==> config.mk <==
export PLATFORM = sky130hd
export DESIGN_NAME = axi_ddr_bridge
export DESIGN_NICKNAME = d
export VERILOG_FILES = /design/src/rtl/axi_ddr_bridge.sv
export SDC_FILE = /design/constraint.sdc
export NUM_CORES = 1
export LEC_CHECK = 0
export BUFFER_PORTS_ARGS = -buffer_cell sky130_fd_sc_hd__buf_2
export CAP_MARGIN = 20
export CORE_AREA = 2 2 134 136
export CTS_CLUSTER_SIZE = 16
export DETAILED_ROUTE_END_ITERATION = 10
export DIE_AREA = 0 0 136 138
export GPL_ROUTABILITY_DRIVEN = 0
export GPL_TIMING_DRIVEN = 0
export PLACE_DENSITY = 0.67
export RECOVER_POWER = 50
export SLEW_MARGIN = 5
export SYNTH_ARGS = -nofsm -noshare
export SYNTH_HDL_FRONTEND = slang
export SYNTH_SLANG_ARGS = --single-unit
==> constraint.sdc <==
create_clock -name clk -period 4.4 [get_ports clk]
set_input_delay 0.22 -clock clk [delete_from_list [all_inputs] [get_ports clk]]
set_output_delay 0.22 -clock clk [all_outputs]
set_load 0.05 [all_outputs]
==> src/rtl/axi_ddr_bridge.sv <==
// Serialises upstream AXI4 bursts into single-outstanding DDR bursts of at most MAX_BURST beats.
// Latency: first d_axvalid one cycle after the upstream address handshake; R/W data pass through combinationally.
// Backpressure: every ready/valid pair stalls indefinitely; payloads stay stable while a valid is held.
module axi_ddr_bridge #(
    parameter int         DATA_WIDTH = 32,
    parameter int         MAX_BURST  = 16,
    parameter logic [3:0] AXI_ID     = 4'd0
) (
    input  logic                    clk,
    input  logic                    reset_n,
    input  logic [31:0]             s_awaddr,
    input  logic [7:0]              s_awlen,
    input  logic                    s_awvalid,
    output logic                    s_awready,
    input  logic [DATA_WIDTH-1:0]   s_wdata,
    input  logic [DATA_WIDTH/8-1:0] s_wstrb,
    input  logic                    s_wlast,
    input  logic                    s_wvalid,
    output logic                    s_wready,
    output logic                    s_bvalid,
    output logic [1:0]              s_bresp,
    input  logic                    s_bready,
    input  logic [31:0]             s_araddr,
    input  logic [7:0]              s_arlen,
    input  logic                    s_arvalid,
    output logic                    s_arready,
    output logic [DATA_WIDTH-1:0]   s_rdata,
    output logic                    s_rvalid,
    output logic                    s_rlast,
    input  logic                    s_rready,
    output logic [3:0]              d_awid,
    output logic [31:0]             d_awaddr,
    output logic [7:0]              d_awlen,
    output logic [2:0]              d_awsize,
    output logic [1:0]              d_awburst,
    output logic                    d_awvalid,
    input  logic                    d_awready,
    output logic [DATA_WIDTH-1:0]   d_wdata,
    output logic [DATA_WIDTH/8-1:0] d_wstrb,
    output logic                    d_wlast,
    output logic                    d_wvalid,
    input  logic                    d_wready,
    input  logic                    d_bvalid,
    input  logic [1:0]              d_bresp,
    output logic                    d_bready,
    output logic [3:0]              d_arid,
    output logic [31:0]             d_araddr,
    output logic [7:0]              d_arlen,
    output logic [2:0]              d_arsize,
    output logic [1:0]              d_arburst,
    output logic                    d_arvalid,
    input  logic                    d_arready,
    input  logic [DATA_WIDTH-1:0]   d_rdata,
    input  logic [1:0]              d_rresp,
    input  logic                    d_rlast,
    input  logic                    d_rvalid,
    output logic                    d_rready
);
    localparam logic [2:0] AXSIZE    = 3'($clog2(DATA_WIDTH / 8));
    localparam logic [8:0] MAX_BEATS = 9'(MAX_BURST);

    typedef enum logic [2:0] {IDLE, RD_ADDR, RD_DATA, WR_ADDR, WR_DATA, WR_RESP, RESP_UP} state_t;

    state_t      state, state_nxt;
    logic [31:0] addr;
    logic [8:0]  remaining;
    logic [8:0]  cur_len;
    logic [8:0]  beat_cnt;
    logic        err;

    logic [8:0]  chunk;
    logic        last_beat, aw_acc, ar_acc, ax_hs, r_hs, w_hs, r_end;
    logic        unused;

    assign unused    = ^{s_wlast, d_rresp, d_bresp[0]};
    assign chunk     = (remaining > MAX_BEATS) ? MAX_BEATS : remaining;
    assign last_beat = (beat_cnt == cur_len - 9'd1);
    assign aw_acc    = (state == IDLE) && s_awvalid;
    assign ar_acc    = (state == IDLE) && s_arvalid && !s_awvalid;
    assign ax_hs     = ((state == WR_ADDR) && d_awready) || ((state == RD_ADDR) && d_arready);
    assign r_hs      = (state == RD_DATA) && d_rvalid && s_rready;
    assign w_hs      = (state == WR_DATA) && s_wvalid && d_wready;
    // A short DDR burst (early d_rlast) still closes the chunk.
    assign r_end     = last_beat || d_rlast;

    // Upstream ready is gated by reset so it cannot echo s_axvalid while reset is held.
    assign s_awready = aw_acc && reset_n;
    assign s_arready = ar_acc && reset_n;

    assign d_awid    = AXI_ID;
    assign d_arid    = AXI_ID;
    assign d_awsize  = AXSIZE;
    assign d_arsize  = AXSIZE;
    assign d_awburst = 2'b01;
    assign d_arburst = 2'b01;
    assign d_awaddr  = addr;
    assign d_araddr  = addr;
    assign d_awlen   = 8'(chunk - 9'd1);
    assign d_arlen   = 8'(chunk - 9'd1);
    assign d_awvalid = (state == WR_ADDR);
    assign d_arvalid = (state == RD_ADDR);

    assign s_rdata   = d_rdata;
    assign s_rvalid  = (state == RD_DATA) && d_rvalid;
    assign d_rready  = (state == RD_DATA) && s_rready;
    assign s_rlast   = (state == RD_DATA) && d_rvalid && r_end && (remaining == 9'd0);

    assign d_wdata   = s_wdata;
    assign d_wstrb   = s_wstrb;
    assign d_wvalid  = (state == WR_DATA) && s_wvalid;
    assign s_wready  = (state == WR_DATA) && d_wready;
    assign d_wlast   = (state == WR_DATA) && last_beat;

    assign d_bready  = (state == WR_RESP);
    assign s_bvalid  = (state == RESP_UP);
    assign s_bresp   = ((state == RESP_UP) && err) ? 2'b10 : 2'b00;

    always_ff @(posedge clk or negedge reset_n) begin
        if (!reset_n) begin
            state <= IDLE;
        end else begin
            state <= state_nxt;
        end
    end

    always_comb begin
        state_nxt = state;
        case (state)
            IDLE: begin
                if (aw_acc)      state_nxt = WR_ADDR;
                else if (ar_acc) state_nxt = RD_ADDR;
            end
            RD_ADDR: if (d_arready) state_nxt = RD_DATA;
            RD_DATA: if (r_hs && r_end) state_nxt = (remaining != 9'd0) ? RD_ADDR : IDLE;
            WR_ADDR: if (d_awready) state_nxt = WR_DATA;
            WR_DATA: if (w_hs && last_beat) state_nxt = WR_RESP;
            WR_RESP: if (d_bvalid) state_nxt = (remaining != 9'd0) ? WR_ADDR : RESP_UP;
            RESP_UP: if (s_bready) state_nxt = IDLE;
            default: state_nxt = IDLE;
        endcase
    end

    // remaining/addr already point past the current chunk once its address is accepted.
    always_ff @(posedge clk or negedge reset_n) begin
        if (!reset_n) begin
            addr      <= 32'd0;
            remaining <= 9'd0;
            cur_len   <= 9'd0;
            beat_cnt  <= 9'd0;
            err       <= 1'b0;
        end else begin
            if (aw_acc) begin
                addr      <= s_awaddr;
                remaining <= {1'b0, s_awlen} + 9'd1;
            end else if (ar_acc) begin
                addr      <= s_araddr;
                remaining <= {1'b0, s_arlen} + 9'd1;
            end
            if (ax_hs) begin
                addr      <= addr + (32'(chunk) << AXSIZE);
                remaining <= remaining - chunk;
                cur_len   <= chunk;
                beat_cnt  <= 9'd0;
            end else if (r_hs || w_hs) begin
                beat_cnt  <= beat_cnt + 9'd1;
            end
            if ((state == WR_RESP) && d_bvalid) begin
                err <= err | d_bresp[1];
            end else if ((state == RESP_UP) && s_bready) begin
                err <= 1'b0;
            end
        end
    end
endmodule
==> run metrics <==
RSZ-0062 raised after global routing no; CTS tree done; Top FF cell, synth dfrtp_1; number of global-route vias before repair approximately 5500; Peak VDD IR roughly 0.00051 V; CTS Buf Count 9; Mapped Cells 696; area occupied by multi-input gates between 0.002 and 0.003 mm²; status finished, final reports clean; cell area power density around 810 mW/mm²; DR iter-0 viols roughly 300; Yosys cell types 66; Fin Clk Skew roughly 0.0053 ns; Worst Hold Depth 2; P&R area growth vs syn 33.9%; syn avg cell area approximately 8 µm²; Vias per Instance ~4.8; Max Cap Violations 0; Seq. cell area approximately 0.0016 mm²; Post-Route Setup TNS 0 ns; core area approximately 0.018 mm²; Slew @ Worst Pin 1.45 ns; Worst Path Required 4.58 ns; Cell Chain, Critical Path or3_1, or2_2, a21boi_2, nand2_1, inv_1, ha_1, a21o_1, a211oi_1, o21ai_0, a21oi_2, buf_2, nor3_1, nor3_1, a221oi_1; WL final between 15 and 20 mm; f_max roughly 0.25 GHz; clock sink total 63; Global Route Usage Sum 20.4%; cell mode on critical path nor3_1; Worst-Skew Late Latency 0.34 ns; H-tree depth 3; Fill cells about 1900; Buffers on Ports approximately 250; setup violation total in the final timing report 0; Largest stage delay, worst path between 0.4 and 0.5 ns; clock slew at reported path FFs 0.06 ns; Synthesis Warnings 0; Seq/Total Area, Yosys 28.1%; DR DRC count 0; Leak between 3 and 4 nW; dpl hpwl 15.3 mm; Worst Hold Class input port to register; largest net degree at the start of global routing 47; Clock Path Buffers 2; FP Rows between 40 and 50; die width between 100 and 150 µm; count of nets after finishing 1165; grt ovf 0; register bit total from synthesis 63; Routed WL per cell roughly 16 µm; Post-synth EDFFs 0; Worst slew margin roughly 3.6%; ant diodes 0; flop-to-flop setup slack roughly 0.47 ns; Via Count between 5000 and 6000; fraction of registers with async set/reset 100%; part of the cycle the worst path needs between 80% and 90%; number of antenna violations at the first check in global routing 3; Ports roughly 350; Mapped Area approximately 0.0056 mm²; CP max-delay cell dfrtp_1; first-pass GRT wire length approximately 30 mm; worst reg-to-reg path cell count 14; Pre-antenna DRT Iters 5; placed cell count approximately 1200; Detail Route Antenna Nets 0; Layout Cells excl Fill 1218; Initial Util roughly 32%; WS Path Type register to register; Worst Path Arrival about 4.1 ns; max-slew violation count 0; Setup crit end kind register; Final Hold Viols 0; minimum clock period approximately 3.9 ns; setup bufs post-CTS 0; share of layout cells above drive strength 1 roughly a third; Setup crit start kind register; Die Ht 138 µm; crit path max fanout 10; die area approximately 0.019 mm²; clock root buffer clkbuf_16
[worst max-delay path, delay by kind of cell (launching register included)]
family / cells / cell delay [ns]
buffers and inverters: 2 / 0.43
adder cells (fa/ha/maj): 1 / 0.24
AND/OR/NAND/NOR: 5 / 1.17
flip-flops: 1 / 0.44
AO/OA/AOI/OAI: 6 / 1.50
[placed cells by master (no fill, tap or decap), drive strengths merged, types with 5 or more instances in the layout]
| cell type | count |
|---|---|
| a211oi | 9 |
| nand2 | 73 |
| clkbuf | 108 |
| a21oi | 25 |
| nor3b | 5 |
| ha | 14 |
| nand2b | 8 |
| nor3 | 33 |
| inv | 22 |
| xor2 | 16 |
| o21ai | 35 |
| a31oi | 8 |
| conb | 24 |
| o22ai | 9 |
| nand3 | 32 |
| xnor2 | 21 |
| mux2 | 6 |
| nor2 | 42 |
| nor4 | 7 |
| buf | 314 |
| and2 | 16 |
| and3 | 8 |
| o211ai | 8 |
| a221oi | 5 |
| mux2i | 16 |
| dfrtp | 63 |
[metal layers]
metal	GRT usage (%)	part of all wire (%)	wire length, µm
met1	25.1	42	8130
met2	35.5	50	9800
met3	3.74	6.0	1160
met4	7.02	1.8	357
met5	0	0.092	18
[worst paths after layout]
| kind | from | end |
|---|---|---|
| max in group asynchronous | reset_n | d_araddr[28]$_DFFE_PN0P_ |
| hold / removal | s_bready | err$_DFFE_PN0P_ |
| hold reg to reg | cur_len[8]$_DFFE_PN0N_ | cur_len[8]$_DFFE_PN0N_ |
| min in group asynchronous | reset_n | beat_cnt[2]$_DFFE_PN0P_ |
| setup / recovery | remaining[1]$_DFFE_PN0P_ | d_araddr[19]$_DFFE_PN0P_ |
| setup reg to reg | remaining[1]$_DFFE_PN0P_ | d_araddr[19]$_DFFE_PN0P_ |
[cell usage after synthesis, drive strengths merged, types with 16 or more instances]
library cell | count | area, µm²
dfrtp | 63 | 1580
nand3 | 32 | 165
nor3 | 33 | 170
mux2i | 16 | 160
a21oi | 25 | 125
xor2 | 16 | 140
buf | 141 | 1020
nor2 | 42 | 160
nand2 | 73 | 274
and2 | 16 | 100
inv | 22 | 82.6
xnor2 | 21 | 184
o21ai | 35 | 175
[flip-flops by register name (all words and copies together) (netlist names)]
name       flops
beat_cnt       9
cur_len        9
d_araddr      32
err            1
remaining      9
state          3
[stage by stage]
step           util (%)  power (mW)  setup slack [ns]  instance area, µm²  hold WS (ns)
4_1_cts            43.4        6.13             0.223                7610        0.0895
2_1_floorplan         -        4.34             0.785                5700       -0.0756
6_report           42.9        6.09             0.471                7520        0.0962
5_1_grt            42.9        6.48            0.0633                7520         0.103
3_3_place_gp       41.4        5.29             0.332                7250         0.449
3_5_place_dp       41.5        5.34             0.256                7280         0.154
[cells by family after synthesis]
group | after synthesis | synth area share (%)
mux | 22 | 4.06
buf+inv | 176 | 20.5
xor+xnor | 37 | 5.77
fa+ha+maj | 15 | 3.48
compound gates | 132 | 15.6
flops | 63 | 28.1
simple gates | 249 | 22.4
other cells | 2 | 0.134
[where the power goes]
group          internal, mW  switching (mW)  total [mW]
logic                  1.28            2.88        4.17
registers             0.821           0.340        1.16
clock network         0.486           0.273       0.759
total                  2.59            3.50        6.09
[area by class of cell]
class / instances / area share (%)
Clock buffer: 14 / 3.65
Multi-Input combinational cell: 479 / 39.8
Timing Repair Buffer: 255 / 16.0
Tap cell: 229 / 3.81
Sequential cell: 63 / 21.0
Buffer: 154 / 14.2
Clock inverter: 2 / 0.499
Inverter: 22 / 1.10
[repair_timing]
item	CTS	global route
hold endpoints to repair	18	0
hold buffers	1	0
setup endpoints to repair	0	16
gates resized for setup	0	5
Note: power is estimated with default switching activity, not from simulation.
